`src/rtl/mce_cell_if.sv`:
```
// Compare-exchange cell bus: operand pair in, ordered pair out.
// master drives A/B/IN_VALID; slave returns MAX/MIN/SWAP and registered copies.
interface mce_cell_if #(
  parameter int WIDTH = 8
);
  logic [WIDTH-1:0] A;
  logic [WIDTH-1:0] B;
  logic             IN_VALID;
  logic [WIDTH-1:0] MAX;
  logic [WIDTH-1:0] MIN;
  logic             SWAP;
  logic [WIDTH-1:0] MAX_Q;
  logic [WIDTH-1:0] MIN_Q;
  logic             SWAP_Q;
  logic             OUT_VALID;

  modport master (
    output A, B, IN_VALID,
    input  MAX, MIN, SWAP,
    input  MAX_Q, MIN_Q, SWAP_Q, OUT_VALID
  );

  modport slave (
    input  A, B, IN_VALID,
    output MAX, MIN, SWAP,
    output MAX_Q, MIN_Q, SWAP_Q, OUT_VALID
  );
endinterface

```
`src/rtl/mce_cell.sv`:
```
// Compare-exchange element: orders unsigned A/B into MAX/MIN.
// Ports: CLK, RST (async high), bus (slave): comb MAX/MIN/SWAP + 1-cycle regs.
module mce_cell #(
  parameter int WIDTH = 8
) (
  input logic  CLK,
  input logic  RST,
  mce_cell_if.slave bus
);

  logic swap;

  // Ties keep A on MAX, so SWAP is strictly A < B.
  assign swap     = bus.A < bus.B;
  assign bus.SWAP = swap;
  assign bus.MAX  = swap ? bus.B : bus.A;
  assign bus.MIN  = swap ? bus.A : bus.B;

  // Data regs load every cycle; OUT_VALID is the only qualifier.
  always_ff @(posedge CLK or posedge RST) begin
    if (RST) begin
      bus.MAX_Q     <= '0;
      bus.MIN_Q     <= '0;
      bus.SWAP_Q    <= 1'b0;
      bus.OUT_VALID <= 1'b0;
    end else begin
      bus.MAX_Q     <= bus.MAX;
      bus.MIN_Q     <= bus.MIN;
      bus.SWAP_Q    <= swap;
      bus.OUT_VALID <= bus.IN_VALID;
    end
  end

endmodule

```
`src/flat_wrapper.sv`:
```
// flat-port wrapper written by rule: the top's interface ports become plain ports
module mce_cell_flat 
#(
  parameter int WIDTH = 8
)
  (CLK, RST, bus_A, bus_B, bus_IN_VALID, bus_MAX, bus_MIN, bus_SWAP, bus_MAX_Q, bus_MIN_Q, bus_SWAP_Q, bus_OUT_VALID);
  mce_cell_if #(.WIDTH(WIDTH)) bus_i ();
  input logic CLK;
  input logic RST;
  input wire logic [$bits(bus_i.A)-1:0] bus_A;
  input wire logic [$bits(bus_i.B)-1:0] bus_B;
  input wire logic [$bits(bus_i.IN_VALID)-1:0] bus_IN_VALID;
  output wire logic [$bits(bus_i.MAX)-1:0] bus_MAX;
  output wire logic [$bits(bus_i.MIN)-1:0] bus_MIN;
  output wire logic [$bits(bus_i.SWAP)-1:0] bus_SWAP;
  output wire logic [$bits(bus_i.MAX_Q)-1:0] bus_MAX_Q;
  output wire logic [$bits(bus_i.MIN_Q)-1:0] bus_MIN_Q;
  output wire logic [$bits(bus_i.SWAP_Q)-1:0] bus_SWAP_Q;
  output wire logic [$bits(bus_i.OUT_VALID)-1:0] bus_OUT_VALID;
  assign bus_i.A = bus_A;
  assign bus_i.B = bus_B;
  assign bus_i.IN_VALID = bus_IN_VALID;
  assign bus_MAX = bus_i.MAX;
  assign bus_MIN = bus_i.MIN;
  assign bus_SWAP = bus_i.SWAP;
  assign bus_MAX_Q = bus_i.MAX_Q;
  assign bus_MIN_Q = bus_i.MIN_Q;
  assign bus_SWAP_Q = bus_i.SWAP_Q;
  assign bus_OUT_VALID = bus_i.OUT_VALID;
  mce_cell #(.WIDTH(WIDTH)) u_core (.CLK(CLK), .RST(RST), .bus(bus_i));
endmodule
```
`config.mk`:
```
export PLATFORM = sky130hd
export DESIGN_NAME = mce_cell_flat
export DESIGN_NICKNAME = d
export VERILOG_FILES = /design/src/rtl/mce_cell_if.sv /design/src/rtl/mce_cell.sv /design/src/flat_wrapper.sv
export SDC_FILE = /design/constraint.sdc
export NUM_CORES = 1
export LEC_CHECK = 0
export BUFFER_PORTS_ARGS = -buffer_cell sky130_fd_sc_hd__buf_2
export CAP_MARGIN = 10
export CORE_ASPECT_RATIO = 1.4
export CORE_MARGIN = 5
export CORE_UTILIZATION = 44
export CTS_BUF_LIST = sky130_fd_sc_hd__clkbuf_8 sky130_fd_sc_hd__clkbuf_16
export DETAILED_ROUTE_END_ITERATION = 6
export GPL_TIMING_DRIVEN = 0
export PLACE_DENSITY = 0.84
export SLEW_MARGIN = 25
export SYNTH_ARGS = -nofsm -noshare
export SYNTH_HDL_FRONTEND = slang
export SYNTH_SLANG_ARGS = --single-unit
```
`constraint.sdc`:
```
create_clock -name CLK -period 3 [get_ports CLK]
set_clock_uncertainty 0.05 [all_clocks]
set_input_delay 0.15 -clock CLK [delete_from_list [all_inputs] [get_ports CLK]]
set_output_delay 0.15 -clock CLK [all_outputs]
set_load 0.1 [all_outputs]
```
==> out/qor.yml <==
layout:
  antenna_cells: 0
  nets: 146
  final_cell_mix: "buf_2 (53), dfrtp_1 (18), mux2_2 (16)"
  final_common_cell: "buf_2"
  post-route-util_pct: 67.4
  drive_gt1_share_pct: 63.0
  fill_cells: 139
  area_growth_syn_to_layout_pct: 43.8
critical_path:
  path_buf_inv: 4
  cp-start-kind: "input pin"
  cp_cell_sequence: "buf_2 > inv_1 > ha_1 > a2111o_1 > a211oi_4 > buf_6 > mux2_2 > buf_2"
  cp.required_ns: 2.80
  cp.arrival_ns: 2.33
  worstSetupEndpointType: "output pin"
  path_class: "input pin to output pin"
  worst_path_largest_cell_delay_ns: 0.46
  worstPathMaxFanout: 11
  cpMostUsedCell: "buf_2"
  critPathTopFamily: "compound AO/OA/AOI/OAI gates"
  cp_slowest_cell: "a211oi_4"
clocking:
  cts_tree: "done"
  cts_buffer_depth: 2
  cts.sinks: 18
  numCtsBuffers: 3
  cts_root_buf: "clkbuf_8"
  htreeDepth: 1
  clkTransAtPathRegs_ns: 0.06
  postCtsSetupRepairBufs: 0
  cts_resized: 0
  hold_buffers: 2
timing:
  fmax_mhz: 395
  period_minus_slack_ns: 2.53
  timing.setup.tns_ns: 0
  tightest_slew_ns: 0.687
  grt_setup_unrepaired: "no"
  final-setup-viol-count: 0
  hold_violations: 0
  slew-limit-headroom_pct: 54.2
  fin_crit_sh_pct: 84.3
  final_max_slew_viol_count: 0
yosys:
  synth.cell_area_um2: 833
  synth_xor_area_share_pct: 0
  netlist_instances: 60
  synth_compound_area_share_pct: 6.46
  seq_area_frac_synth_pct: 54.1
  syn_nets: 86
  synthMuxAreaShare_pct: 21.6
  synth.area.top_cells: "dfrtp_1 (54%), mux2_2 (22%), ha_1 (11%), inv_1 (4.1%), a211oi_4 (2.4%)"
  synth-seq-cells: 18
  syn_avg_cell_area_um2: 13.9
  synth.largest_area_cell: "dfrtp_1"
  synth_warnings: 0
  synth_simple_gate_area_share_pct: 1.95
  yosysTopAreaCellShare_pct: 54.1
  synthDistinctLibCells: 13
  synth_top_family_by_area: "multiplexers"
  yosys.area_share.adder_pct: 10.5
place:
  place.gp.congestion: 0.705
  dp_hpwl_um: 1570
  port_buffers: 53
route:
  drtIter0Drc: 7
  wl_met1_um: 696
  routedWlPerCell_um: 14.4
  routed.top_layer: "met4"
  num_vias: 660
  vias_per_cell: 4.75
  dr.pass1.iters: 2
  postRouteAntennaNets: 0
  wl_met2_um: 1070
  postRouteWirelength_um: 2000
  drc: 0
  wl_met3_um: 174
grt:
  grt_pass1_wl_um: 3150
  grt_usage_pct: 15.8
  grt_max_degree: 19
  overflow: 0
  grt_pass1_vias: 718
  grt_antenna_before_repair: 0
floorplan:
  ioPinCount: 54
  rows: 18
  dieArea_mm2: 0.00288
  core_area_mm2: 0.00178
  dieWidth_um: 46.8
  start_util_pct: 46.8
  die_h_um: 61.5
pwr:
  peakVddDrop_v: 0.000435
  leakagePower_nw: 0.642
  powerDensity_mw_per_mm2: 853
hold_path:
  hold_path.class: "input pin to register"
run:
  maxCapViolations: 0
status:
  status: "complete, no violations"
==> sequential cells by signal (all words and copies together), names as in the netlist <==
name                  cells
u_core.bus.SWAP_Q         1
u_core.bus.MIN_Q          8
u_core.bus.OUT_VALID      1
u_core.bus.MAX_Q          8
==> through the flow <==
stage / hold WS, ns / setup WS [ns] / std cells / power, W / area [µm²]
after global placement: 0.208 / 0.485 / 133 / 0.000825 / 1120
after detailed placement: 0.212 / 0.460 / 133 / 0.000831 / 1120
after floorplan: 0.0386 / 0.588 / 60 / 0.000749 / 833
after global routing: 0.122 / 0.350 / 139 / 0.00106 / 1200
after CTS: 0.113 / 0.431 / 139 / 0.00103 / 1200
final: 0.117 / 0.470 / 139 / 0.00102 / 1200
==> cell families (layout without fill, tap and decap cells) <==
kind of cell / count (synthesis) / in the layout
AO/OA/AOI/OAI: 6 / 6
adder cells (fa/ha/maj): 7 / 7
buffers and inverters: 10 / 69
flip-flops: 18 / 18
multiplexers: 16 / 16
AND/OR/NAND/NOR: 3 / 3
==> worst paths after layout <==
check | endpoint | from | depth (start not counted)
min in group asynchronous | u_core.bus.MIN_Q[6]$_DFF_PP0_ | RST | 3
hold / removal | u_core.bus.MAX_Q[0]$_DFF_PP0_ | bus_A[0] | 2
setup / recovery | bus_MIN[5] | bus_B[1] | 8
max in group asynchronous | u_core.bus.MIN_Q[1]$_DFF_PP0_ | RST | 3
==> metal layers <==
metal | GRT usage [%] | vias to the layer above
met2 | 28.5 | 33
met4 | 9.49 | 0
met3 | 2.05 | 5
met1 | 16.8 | 295
li1 | - | 327
met5 | 0 | -
==> area by class of cell <==
type                            instances  area (µm²)  area share, %
Buffer                                  1        11.3          0.939
Multi-Input combinational cell         32         338           28.2
Timing Repair Buffer                   55         285           23.8
Sequential cell                        18         450           37.6
Clock buffer                            4        55.1           4.59
Inverter                                9        33.8           2.82
Tap cell                               20        25.0           2.09
==> synth_stat cells (all sizes together) <==
library cell,n
a2111o,1
a211oi,2
a21oi,1
buf,1
dfrtp,18
ha,7
inv,9
mux2,16
nand2b,1
nand4,1
nor2,1
o21ai,2
==> power by group <==
group	internal (W)	switching, W
Clock	0.000117	0.0000799
Sequential	0.000269	0.00000606
Combinational	0.0000851	0.000467
Power figures use the tool's default switching activity.
